## config.mk

```make
export PLATFORM = sky130hd
export DESIGN_NAME = pc_ctrl
export DESIGN_NICKNAME = d
export VERILOG_FILES = /design/src/rtl/pc_ctrl.sv
export SDC_FILE = /design/constraint.sdc
export NUM_CORES = 1
export LEC_CHECK = 0
export ABC_AREA = 1
export CAP_MARGIN = 20
export CORE_AREA = 10 10 47 49
export CTS_CLUSTER_DIAMETER = 30
export DETAILED_ROUTE_END_ITERATION = 12
export DIE_AREA = 0 0 57 59
export GPL_ROUTABILITY_DRIVEN = 0
export GPL_TIMING_DRIVEN = 0
export PLACE_DENSITY = 0.84
export SLEW_MARGIN = 20
export SYNTH_ARGS = -nofsm -noshare
export SYNTH_HDL_FRONTEND = slang
export SYNTH_SLANG_ARGS = --single-unit
```

## constraint.sdc

```tcl
create_clock -name clk -period 2.4 [get_ports clk]
set_clock_uncertainty 0.1 [all_clocks]
set_input_delay 0.48 -clock clk [delete_from_list [all_inputs] [get_ports clk]]
set_output_delay 0.48 -clock clk [all_outputs]
set_load 0.05 [all_outputs]
```

## src/rtl/pc_ctrl.sv

```systemverilog
// Next-PC source controller: arbitrates sequential/branch/jump/jr/exception/interrupt
// and tracks kernel mode. Define PC_CTRL_IRQ_SYNC_EN to add a two-flop irq synchronizer.
module pc_ctrl #(
   parameter int HOLDOFF = 4
) (
   input  logic       clk,
   input  logic       reset,
   input  logic       is_branch,
   input  logic       ALUOut0,
   input  logic       is_j,
   input  logic       is_jr,
   input  logic       is_undef,
   input  logic       PC31,
   input  logic       stall,
   input  logic       irq,
   output logic [2:0] PCSrc,
   output logic       PCWrite,
   output logic       epc_we,
   output logic       irq_ack,
   output logic       in_kernel
);

   typedef enum logic [1:0] {RUN, KERNEL, HOLD} state_t;

   state_t     state;
   logic [3:0] cnt;
   logic       pending;
   logic       irq_in;
   logic       irq_s;
   logic       irq_q;
   logic       irq_rise;
   logic       take_irq;
   logic       active;
   logic [2:0] sel;

`ifdef PC_CTRL_IRQ_SYNC_EN
   logic [1:0] sync_reg;

   always_ff @(posedge clk) begin
      if (reset) begin
         sync_reg <= 2'b00;
      end else begin
         sync_reg <= {sync_reg[0], irq};
      end
   end

   assign irq_in = sync_reg[1];
`else
   assign irq_in = irq;
`endif

   assign irq_rise = irq_s & ~irq_q;
   assign take_irq = pending & (state == RUN) & ~PC31;
   assign active   = ~reset & ~stall;

   always_comb begin
      sel = 3'b000;
      if (is_undef)                 sel = 3'b101;
      else if (take_irq)            sel = 3'b100;
      else if (is_jr)               sel = 3'b011;
      else if (is_j)                sel = 3'b010;
      else if (is_branch & ALUOut0) sel = 3'b001;
   end

   assign PCSrc     = reset ? 3'b000 : sel;
   assign PCWrite   = active;
   assign epc_we    = active & (is_undef | take_irq);
   assign irq_ack   = active & ~is_undef & take_irq;
   assign in_kernel = (state == KERNEL);

   always_ff @(posedge clk) begin
      if (reset) begin
         state   <= RUN;
         cnt     <= 4'd0;
         pending <= 1'b0;
         irq_s   <= 1'b0;
         irq_q   <= 1'b0;
      end else begin
         irq_s   <= irq_in;
         irq_q   <= irq_s;
         // A new edge wins over a simultaneous acknowledge.
         pending <= irq_rise | (pending & ~irq_ack);
         if (!stall) begin
            if (is_undef | take_irq) begin
               state <= KERNEL;
            end else begin
               case (state)
                  KERNEL: begin
                     if (!PC31) begin
                        if (HOLDOFF == 0) begin
                           state <= RUN;
                        end else begin
                           state <= HOLD;
                           cnt   <= 4'(HOLDOFF);
                        end
                     end
                  end
                  HOLD: begin
                     if (cnt <= 4'd1) begin
                        state <= RUN;
                        cnt   <= 4'd0;
                     end else begin
                        cnt <= cnt - 4'd1;
                     end
                  end
                  default: ;
               endcase
            end
         end
      end
   end

endmodule

```

==> impl_metrics.csv <==
group,metric,value,unit
global_routing,antenna_found_initial,0,
timing,relSlewSlack,0.665,
clock_tree,post_cts.repair.setup_buffers,0,
synthesis,synth_top_area_cell,"dfxtp_1",
outcome,status,"finished, final reports clean",
setup_path,cp_data_arrival_time,1.76,ns
finish,stdcell_count,126,
setup_path,criticalPathCategory,"register to output port",
finish,area_growth,32.2,%
power_and_ir_drop,irDropWorstVdd,0.000302,V
routing,post_drt_wl_per_cell,11.2,um
routing,drc_errors,0,
power_and_ir_drop,p_leak,0.369,nW
synthesis,syn_inst,91,
synthesis,synth_top_area_frac,0.301,
routing,drt_wl_total,1410,um
global_routing,grt_max_degree,11,
synthesis,synth_warnings,0,
placed_design,hpwl,1130,um
run,drv_cap,0,
timing,hold_violations,0,
routing,drt-vias-per-instance,4.77,
clock_tree,cts_tree,"yes",
synthesis,synth.top_cells.by_area,"dfxtp_1, nor2_1, ha_1, inv_1, nand2_1",
clock_tree,cts_buffers,3,
global_routing,grt_pass1_wl,2370,um
setup_path,crit_fanout,4,
routing,firstDrtPassIters,4,
timing,fin_crit_sh,0.974,
floorplanning,die_height,59,um
floorplanning,rows,14,
placed_design,dp.cells,122,
clock_tree,clk_pin_slew_worst_paths,0.07,ns
synthesis,synth_cell_types,20,
floorplanning,boundaryPins,17,
setup_path,cp-start-kind,"register",
global_routing,overflow,0,
timing,finalMaxSlewViolations,0,
floorplanning,coreArea,1400,um2
setup_path,required,1.82,ns
finish,drive_above_1_share,0.155,
global_routing,gr-usage-all-layers,0.0881,
synthesis,ys_seq_elements,9,
timing,timing.hold.ws,0.313,ns
placed_design,port-buffer-count,15,
timing,rsz0062_at_grt,"no",
clock_tree,clk_latency,0.27,ns
routing,postRouteAntennaNets,0,
finish,diodes,0,
min_path,min_path_type,"input port to register",
routing,first_iter_violations,5,
synthesis,syn_area_per_cell,6.57,um2
floorplanning,die_x,57,um
setup_path,crit_path_end_kind,"output port",
global_routing,grt_pass1_vias,587,
clock_tree,clock_sinks,9,
synthesis,syn-cell-area,598,um2
power_and_ir_drop,power_density,488,nW/um2
timing,max_slew.worst_pin.slew,0.501,ns
timing,fin_crit,2.34,ns
clock_tree,cts_root_buffer,"clkbuf_4",
synthesis,ys_seq_area_frac,0.301,
floorplanning,dieArea,3360,um2
clock_tree,cts_max_path_buffers,2,
clock_tree,ctsHoldBuffers,0,
routing,vias,601,
finish,final_nets,126,
timing,finalSetupViolCount,0,
timing,fmax,428,MHz
clock_tree,h-tree-depth,1,
synthesis,synth_nets,106,
floorplanning,start_util,0.427,
layout by cell type (no fill, tap or decap), types with 3 or more instances in the layout:
| cell type | netlist | layout |
|---|---|---|
| nor2_1 | 19 | 19 |
| inv_1 | 16 | 16 |
| nand2_1 | 14 | 14 |
| dfxtp_1 | 9 | 9 |
| clkdlybuf4s50_1 | 0 | 9 |
| nand3_1 | 6 | 6 |
| ha_1 | 5 | 5 |
| a21oi_1 | 4 | 4 |
| o21ai_1 | 3 | 3 |
| clkbuf_4 | 0 | 3 |
through the flow:
| step | setup slack [ns] | utilization | instance area, um2 | power (mW) | setup TNS [ns] |
|---|---|---|---|---|---|
| 2_1_floorplan | 0.00153 | - | 603 | 0.234 | 0 |
| 3_3_place_gp | -0.339 | 0.552 | 773 | 0.268 | -1.50 |
| 3_5_place_dp | -0.371 | 0.552 | 773 | 0.270 | -1.53 |
| 4_1_cts | 0.00133 | 0.569 | 797 | 0.394 | 0 |
| 5_1_grt | 0.00278 | 0.564 | 791 | 0.410 | 0 |
| 6_report | 0.0624 | 0.564 | 791 | 0.386 | 0 |
worst max-delay path, stage by stage, from the launching register on:
cell	delay, ns
dfxtp_1	0.33
inv_1	0.09
ha_1	0.23
clkdlybuf4s50_1	0.83
final timing paths:
check / start / to / slack, ns / cells past startpoint
max: state[1] / in_kernel / 0.06 / 3
max reg2reg: state[1] / cnt[0] / 0.92 / 8
min: reset / state[1] / 0.31 / 2
min reg2reg: irq_s / irq_q / 0.33 / 2
synthesized netlist by cell type:
| library cell | n |
|---|---|
| a211oi_1 | 1 |
| a21oi_1 | 4 |
| a31oi_1 | 1 |
| buf_6 | 1 |
| dfxtp_1 | 9 |
| ha_1 | 5 |
| inv_1 | 16 |
| inv_2 | 2 |
| nand2_1 | 14 |
| nand2_2 | 2 |
| nand3_1 | 6 |
| nand3_2 | 2 |
| nand4_1 | 1 |
| nor2_1 | 19 |
| nor2_2 | 1 |
| nor2_4 | 1 |
| nor3_1 | 1 |
| o21a_1 | 1 |
| o21ai_0 | 1 |
| o21ai_1 | 3 |
registers in the layout, summed over array words and instances (netlist names):
name	count
cnt	4
irq_q	1
state	2
irq_s	1
pending	1
per-layer routing:
| layer | global-route usage | vias up | routed length (um) |
|---|---|---|---|
| met1 | 0.0782 | 261 | 561 |
| met3 | 0.0279 | 4 | 64 |
| met2 | 0.166 | 14 | 761 |
| met5 | 0 | - | 0 |
| met4 | 0.0604 | 0 | 26 |
| li1 | - | 322 | - |
power by group:
group | internal [mW] | leakage [nW] | switching (mW) | total, mW
Combinational | 0.0394 | 0.281 | 0.0628 | 0.102
Clock | 0.0642 | 0.0150 | 0.0580 | 0.122
Sequential | 0.156 | 0.0736 | 0.00532 | 0.162
Total | 0.260 | 0.369 | 0.126 | 0.386
cell families (layout without fill, tap and decap cells):
| family | after synthesis | count (layout) | synth area share |
|---|---|---|---|
| compound gates | 11 | 11 | 0.103 |
| fa+ha+maj | 5 | 5 | 0.105 |
| flops | 9 | 9 | 0.301 |
| simple gates | 47 | 47 | 0.360 |
| buf+inv | 19 | 38 | 0.132 |
final cells by class:
cell class                      count  area (um2)
Buffer                              1        11.3
Clock buffer                        4        26.3
Fill cell                         141         611
Inverter                           18        67.6
Multi-Input combinational cell     63         344
Sequential cell                     9         180
Tap cell                           16        20.0
Timing Repair Buffer               15         141
repair_timing:
item / in CTS / in global routing
gates resized for setup: 13 / 4
gates cloned: 0 / 0
setup endpoints to repair: 6 / 3
No activity file was read; power rests on OpenSTA's default activity.
